<file path="src/rtl/xdat_arb_pkg.sv">
// rtl/xdat_arb_pkg.sv - shared types and constants for the xdat SRAM arbiter
package xdat_arb_pkg;

    typedef enum logic [1:0] {
        IDLE   = 2'd0,
        RD_CPU = 2'd1,
        RD_DMA = 2'd2
    } owner_e;

    localparam int         XDAT_DEPTH = 1536;
    localparam logic [7:0] OOR_RDATA  = 8'hFF;

endpackage

</file>
<file path="src/rtl/xdat_arb_starve.sv">
// rtl/xdat_arb_starve.sv - DMA starvation counter and forced-grant decision
module xdat_arb_starve #(
    parameter int STARVE_MAX = 4
) (
    input  logic i_clk,
    input  logic i_rstz,
    input  logic dma_req,
    input  logic dma_gnt,
    input  logic hold_off,
    output logic force_dma
);

    localparam int CNT_W = $clog2(STARVE_MAX + 1);
    localparam logic [CNT_W-1:0] CNT_MAX = CNT_W'(STARVE_MAX);

    logic [CNT_W-1:0] starve_cnt;

    // hold_off keeps a pending CPU write ahead of a DMA read of the same word
    assign force_dma = dma_req && (starve_cnt == CNT_MAX) && !hold_off;

    always_ff @(posedge i_clk or negedge i_rstz) begin
        if (!i_rstz) begin
            starve_cnt <= '0;
        end else if (!dma_req || dma_gnt) begin
            starve_cnt <= '0;
        end else if (starve_cnt != CNT_MAX) begin
            starve_cnt <= starve_cnt + 1'b1;
        end
    end

endmodule

</file>
<file path="src/rtl/xdat_arb.sv">
// rtl/xdat_arb.sv - CPU/DMA arbiter for a single-port SRAM; XDAT_ARB_STARVE_EN enables DMA anti-starvation
module xdat_arb
    import xdat_arb_pkg::*;
#(
    parameter int ADDR_W     = 11,
    parameter int DATA_W     = 8,
    parameter int DEPTH      = XDAT_DEPTH,
    parameter int STARVE_MAX = 4
) (
    input  logic              i_clk,
    input  logic              i_rstz,
    input  logic              cpu_req,
    input  logic              cpu_we,
    input  logic [ADDR_W-1:0] cpu_a,
    input  logic [DATA_W-1:0] cpu_wd,
    output logic              cpu_gnt,
    output logic              cpu_rvld,
    output logic [DATA_W-1:0] cpu_rd,
    input  logic              dma_req,
    input  logic              dma_we,
    input  logic [ADDR_W-1:0] dma_a,
    input  logic [DATA_W-1:0] dma_wd,
    output logic              dma_gnt,
    output logic              dma_rvld,
    output logic [DATA_W-1:0] dma_rd,
    output logic              SRAM_CEB,
    output logic              SRAM_WEB,
    output logic              SRAM_OEB,
    output logic [ADDR_W-1:0] SRAM_A,
    output logic [DATA_W-1:0] SRAM_D,
    input  logic [DATA_W-1:0] SRAM_RDAT,
    output logic              err_oor,
    output logic              starve_hit
);

    localparam logic [ADDR_W:0] DEPTH_L = (ADDR_W + 1)'(DEPTH);

    logic              force_dma;
    logic              any_gnt;
    logic              sel_we;
    logic [ADDR_W-1:0] sel_a;
    logic [DATA_W-1:0] sel_d;
    logic              oor;
    logic [ADDR_W-1:0] a_q;
    logic [DATA_W-1:0] d_q;
    logic              oor_q;
    logic [DATA_W-1:0] rdat_sel;
    logic [DATA_W-1:0] cpu_rd_q;
    logic [DATA_W-1:0] dma_rd_q;
    owner_e            state_q;
    owner_e            state_d;

`ifdef XDAT_ARB_STARVE_EN
    logic hold_off;

    assign hold_off = cpu_req && cpu_we && !dma_we && (cpu_a == dma_a);

    xdat_arb_starve #(
        .STARVE_MAX(STARVE_MAX)
    ) u_starve (
        .i_clk    (i_clk),
        .i_rstz   (i_rstz),
        .dma_req  (dma_req),
        .dma_gnt  (dma_gnt),
        .hold_off (hold_off),
        .force_dma(force_dma)
    );
`else
    assign force_dma = 1'b0;
`endif

    // Grants are gated by reset so the whole interface is quiet while held in reset
    assign cpu_gnt    = i_rstz && cpu_req && !force_dma;
    assign dma_gnt    = i_rstz && dma_req && (!cpu_req || force_dma);
    assign starve_hit = i_rstz && force_dma && cpu_req;
    assign any_gnt    = cpu_gnt || dma_gnt;

    assign sel_we = cpu_gnt ? cpu_we : dma_we;
    assign sel_a  = cpu_gnt ? cpu_a  : dma_a;
    assign sel_d  = cpu_gnt ? cpu_wd : dma_wd;
    assign oor    = ({1'b0, sel_a} >= DEPTH_L);

    assign err_oor  = any_gnt && oor;
    assign SRAM_CEB = !(any_gnt && !oor);
    assign SRAM_WEB = !(any_gnt && sel_we);
    assign SRAM_OEB = !(any_gnt && !sel_we);
    assign SRAM_A   = any_gnt ? sel_a : a_q;
    assign SRAM_D   = any_gnt ? sel_d : d_q;

    always_ff @(posedge i_clk or negedge i_rstz) begin
        if (!i_rstz) begin
            a_q   <= '0;
            d_q   <= '0;
            oor_q <= 1'b0;
        end else if (any_gnt) begin
            a_q   <= sel_a;
            d_q   <= sel_d;
            oor_q <= oor;
        end
    end

    always_ff @(posedge i_clk or negedge i_rstz) begin
        if (!i_rstz) begin
            state_q <= IDLE;
        end else begin
            state_q <= state_d;
        end
    end

    always_comb begin
        state_d = IDLE;
        if (cpu_gnt && !cpu_we) begin
            state_d = RD_CPU;
        end else if (dma_gnt && !dma_we) begin
            state_d = RD_DMA;
        end
    end

    assign rdat_sel = oor_q ? DATA_W'(OOR_RDATA) : SRAM_RDAT;
    assign cpu_rvld = (state_q == RD_CPU);
    assign dma_rvld = (state_q == RD_DMA);
    assign cpu_rd   = cpu_rvld ? rdat_sel : cpu_rd_q;
    assign dma_rd   = dma_rvld ? rdat_sel : dma_rd_q;

    always_ff @(posedge i_clk or negedge i_rstz) begin
        if (!i_rstz) begin
            cpu_rd_q <= '0;
            dma_rd_q <= '0;
        end else begin
            cpu_rd_q <= cpu_rd;
            dma_rd_q <= dma_rd;
        end
    end

endmodule

</file>
<file path="config.mk">
export PLATFORM = sky130hd
export DESIGN_NAME = xdat_arb
export DESIGN_NICKNAME = d
export VERILOG_FILES = /design/src/rtl/xdat_arb_pkg.sv /design/src/rtl/xdat_arb_starve.sv /design/src/rtl/xdat_arb.sv
export SDC_FILE = /design/constraint.sdc
export NUM_CORES = 1
export LEC_CHECK = 0
export CELL_PAD_IN_SITES_DETAIL_PLACEMENT = 1
export CELL_PAD_IN_SITES_GLOBAL_PLACEMENT = 1
export CORE_ASPECT_RATIO = 1.4
export CORE_MARGIN = 10
export CORE_UTILIZATION = 29
export CTS_CLUSTER_DIAMETER = 60
export DETAILED_ROUTE_END_ITERATION = 6
export PLACE_DENSITY = 0.95
export SYNTH_ARGS = -nofsm -noshare
export SYNTH_HDL_FRONTEND = slang
export SYNTH_SLANG_ARGS = --single-unit
</file>
<file path="constraint.sdc">
create_clock -name i_clk -period 3.34 [get_ports i_clk]
set_input_delay 0.334 -clock i_clk [delete_from_list [all_inputs] [get_ports i_clk]]
set_output_delay 0.334 -clock i_clk [all_outputs]
set_load 0.02 [all_outputs]
</file>
==> metrics.txt <==
Placer Congestion=approximately 0.77; Worst Path Max Fanout=24; drt drc=0; Cell Chain, Critical Path=clkdlybuf4s50_1 > nand2_2 > mux2i_1 > o21ai_1 > clkdlybuf4s50_1; final worst-path cycle share=between 80 and 90%; CP max stage cell=clkdlybuf4s50_1; Syn Nets=220; Arr. time, crit path=roughly 2.5 ns; most repeated library cell on the critical path=clkdlybuf4s50_1; clock-pin slew on the worst setup and hold paths=about 0.070 ns; CTS H-Tree Depth=2; # fillers=slightly above 600; leakage power=~1.3 nW; CP Capture Type=output pin; outcome=finished, final reports clean; PortBufs=94; ANT nets after route=0; peak supply drop=~260 uV; Detailed Route Iter0 Violations=32; GRT Util Overall=11.9%; CP required=about 3.0 ns; die area=around 9000 sq um; Rows=32; vias after detailed routing=1531; synthesized cell area=between 1500 and 2000 sq um; Ys Warns=0; crit-path leading delay family=buffers and inverters; Power, Total=1.33 mW; Slew @ Worst Pin=roughly 0.7 ns; worst path bufs/invs=2; largest area contributor in the netlist=dfrtp_1; DRT Pass-1 Iters=3; CTS-repair resized insts=0; max_slew headroom=between 50 and 60%; PD cells=~500 nW/um^2; DP Area=around 2600 sq um; post-synthesis sequential element count=38; RSZ-0062 raised after global routing=no; CTS tree=done; DP Worst Slack=between 0.4 and 0.5 ns; Avg WL per Cell=around 17 microns; max-slew violation count=0; min cycle time layout=between 2 and 3 ns; Met1 Routed Length=roughly 2.1 mm; vias in the first global route=around 1700; vias per cell=between 4 and 5; number of CTS-inserted buffers=5; Sum Neg Setup Slack=0 ns; DP Wirelength=4.61 mm; synth unique cells=22; post-synth top area share=between 50 and 60%; core area=5530 sq um; fraction of layout cells with a size suffix above 1=6.13%; effective utilization at floorplan=30.0%; antenna violations before repair=0; Max clock buf depth=2; die width=roughly 84 microns; Fmax=about 0.35 GHz; switching portion of total power=32.0%; sequential cell area=~950 sq um; Worst Skew=0.00225 ns; Hold Crit Class=input port to async pin; post-CTS setup buffer count=0; Clock Latency Late Sink=around 0.28 ns; met2 wire len=approximately 2.8 mm; top cells by area, synth=dfrtp_1, mux2i_1, o21ai_1, nand2_1, nor2_1; sequential area share after synthesis=between 50% and 60%; Fin. Hold Viols=0; first-pass GRT wire length=8.91 mm; Final setup viols=0; Hold-fix buffers, CTS=0; design area=roughly 2700 sq um; met3 WL post-DR=565 microns; total gr overflow=0; Setup CP Type=input port to output pin; largest net degree at the start of global routing=42; Top Metal Used=met4; ANT cells=0; Final Core Density=about half; clock sink count=38; area growth from synthesis to layout=64.6%; startpoint types=input port; logic gate share of total power=approximately 36%; Power Internal=0.902 mW; cell count after synthesis=168; multi-input combinational cell area=632 sq um; clock power share=22.1%; CTS Root Cell=clkbuf_8; NetSw=around 0.42 mW; I/O pin total=96; Detailed Route WL=~5.6 mm; Mean Syn Cell Area=just under 10 sq um; Final WS setup=0.497 ns; Max Cap Violations=0; Reg power frac=between 40% and 50%; nets=between 300 and 400; slowest stage delay, CP=~0.65 ns; Die Y=109 microns
-- cells in the mapped netlist --
cell,count
dfrtp_1,38
nand2_1,35
o21ai_1,28
mux2i_1,19
nor2_1,11
o21ai_0,7
buf_2,4
clkbuf_1,4
buf_4,3
inv_2,3
nand2b_1,3
inv_1,2
o22ai_1,2
a21boi_1,1
a21oi_1,1
a311o_1,1
a31oi_1,1
and4_1,1
conb_1,1
nand2_2,1
nor3_1,1
or2_1,1
-- power by group through the flow --
| stage | clock network [mW] | logic [mW] | registers (mW) |
|---|---|---|---|
| after floorplan | 0 | 0.224 | 0.557 |
| after global placement | 0 | 0.467 | 0.564 |
| after detailed placement | 0 | 0.483 | 0.570 |
| after CTS | 0.304 | 0.485 | 0.561 |
| after global routing | 0.327 | 0.515 | 0.568 |
| final | 0.293 | 0.474 | 0.559 |
-- layer usage --
| metal | vias up | global-route usage [%] |
|---|---|---|
| met5 | - | 0 |
| met4 | 0 | 3.24 |
| met3 | 5 | 6.07 |
| met2 | 66 | 21.4 |
| met1 | 714 | 11.9 |
| li1 | 746 | - |
-- final timing paths --
kind	start	endpoint	slack, ns	cells past startpoint
hold / removal	i_rstz	state_q[0]	0.03	2
min in group i_clk	a_q[7]	a_q[7]	0.50	2
hold reg to reg	a_q[7]	a_q[7]	0.50	2
setup / recovery	cpu_req	SRAM_A[10]	0.50	5
max in group asynchronous	i_rstz	dma_rd_q[5]	2.73	3
setup reg to reg	state_q[0]	dma_rd_q[4]	2.05	2
-- logic make-up (layout without fill, tap and decap cells) --
logic type	Yosys count	count (layout)	synth area share [%]
muxes	19	19	11.5
other	1	1	0.227
and+or+nand+nor	53	53	13.2
DFF	38	38	57.4
buffers and inverters	16	109	4.61
AOI/OAI and AO/OA	41	41	13.1
-- final cells by class --
class,instances,share of cell area (%)
clock inverter,2,0.367
sequential,38,34.9
multi-input combinational,114,23.2
timing repair buffer,97,35.2
inverter,5,0.689
tap,68,3.12
clock buffer,5,2.53
-- state kept, by name (all words and copies together) (netlist names) --
register	cells
a_q	11
cpu_rd_q	8
d_q	8
dma_rd_q	8
state_q	2
oor_q	1
-- placed cells by master, fill, tap and decap left out, drive strengths merged --
cell            n
a21boi          1
a21oi           1
a311o           1
a31oi           1
and4            1
buf             4
clkbuf          5
clkdlybuf4s50  93
clkinv          2
conb            1
dfrtp          38
inv             5
mux2i          19
nand2          36
nand2b          3
nor2           11
nor3            1
o21ai          35
o22ai           2
or2             1
-- through the flow --
stage                     cells  hold WS (ns)
after global placement      322         0.343
after detailed placement    322         0.344
after global routing        329        0.0407
after CTS                   329        0.0324
after floorplan             168        0.0384
final                       329        0.0332
Note: power is estimated with default switching activity, not from simulation.
==> RTL change (config.mk and constraints unchanged) <==
Add a define of `XDAT_ARB_STARVE_EN`.
--- a/src/rtl/xdat_arb.sv
+++ b/src/rtl/xdat_arb.sv
@@ -1,3 +1,5 @@
 // rtl/xdat_arb.sv - CPU/DMA arbiter for a single-port SRAM; XDAT_ARB_STARVE_EN enables DMA anti-starvation
+`define XDAT_ARB_STARVE_EN
+
 module xdat_arb
     import xdat_arb_pkg::*;
Formal check against the unedited RTL: not equivalent (Yosys sat finds a counterexample within 10 cycles, from zero or initial values and one cycle with i_rstz low).
==> RTL change against the unedited design <==
Wire length up 27%; global-route usage up 0.66 points; design area up 23%; cell count up 18%; highest routed layer unchanged; worst hold slack better by 0.43 ns; total power up 12%; sequential cell count up 3; combinational power up 20%; setup slack worse by 0.42 ns; synthesized area up 27%.
==> RTL change: results (changes against the unedited design) <==
grt_use_total_pct: 12.55  # +0.66 points
outcome: "completed"
vias: 1828  # +19%
met1_length_microns: 2422  # +16%
wl_met3_microns: 775  # +37%
synth_cell_types: 26  # +18%
powerDensity_nw_per_um2: 441.4  # -9.3%
synth_common_cells: "dfrtp_1 (41), mux2_2 (36), nand2_1 (21), o21ai_0 (17), xor2_1 (11)"
fmax_mhz: 306.7  # -13%
nets: 346  # +11%
synth_area_leaders: "dfrtp_1 (49%), mux2_2 (19%), xor2_1 (4.6%)"
slowest_delay_ns: 0.56  # -0.09 ns
syn_nets: 242  # +10%
use_met2_pct: 23.72  # +2.4 points
gp_routability_congestion: 0.7964  # +3.7%
worst-path-max-fanout: 21  # -13%
clock_skew_ns: 0.008065  # +0.005817 ns
irDropWorstVdd_mv: 0.1940  # -25%
post-place-ws_ns: -0.1617  # -0.6223 ns
dpl_cell_area_sq_um: 3206  # +21%
avgSynthCellArea_sq_um: 11.16  # +13%
rr_endpoint: "a_q[2]$_DFF_PN0_"
r2r_setup_slack_ns: 1.57  # -0.48 ns
dp_hpwl_microns: 5682  # +23%
drtIter0Drc: 27  # -16%
gr-usage-met3_pct: 7.121  # +1.1 points
-- RTL change: logic make-up after synthesis --
logic type,after synthesis,synth area share [%]
simple gates,46,9.899
mux,44,23.85
flops,41,48.90
compound gates,27,7.812
buf+inv,17,3.757
xor+xnor,11,4.591
fa+ha+maj,2,1.192
-- RTL change: where the power goes --
group          internal (mW)  switching (mW)
sequential             0.577          0.0255
clock                  0.149           0.160
combinational          0.289           0.282
-- RTL change: layout make-up --
class | count | area (sq um)
Fill cell | 785 | 3667
Timing Repair Buffer | 107 | 1089
Sequential cell | 41 | 1026
Multi-Input combinational cell | 130 | 1020
Tap cell | 95 | 118.9
Clock buffer | 8 | 80.08
Inverter | 7 | 26.28
-- RTL change: what timing repair did --
item | 4_1_cts | 5_1_grt
pin swaps | 1 | 1
hold buffers | 1 | 0
setup endpoints to repair | 23 | 23
hold endpoints to repair | 4 | 0
gates resized for setup | 2 | 17
gates cloned | 0 | 0
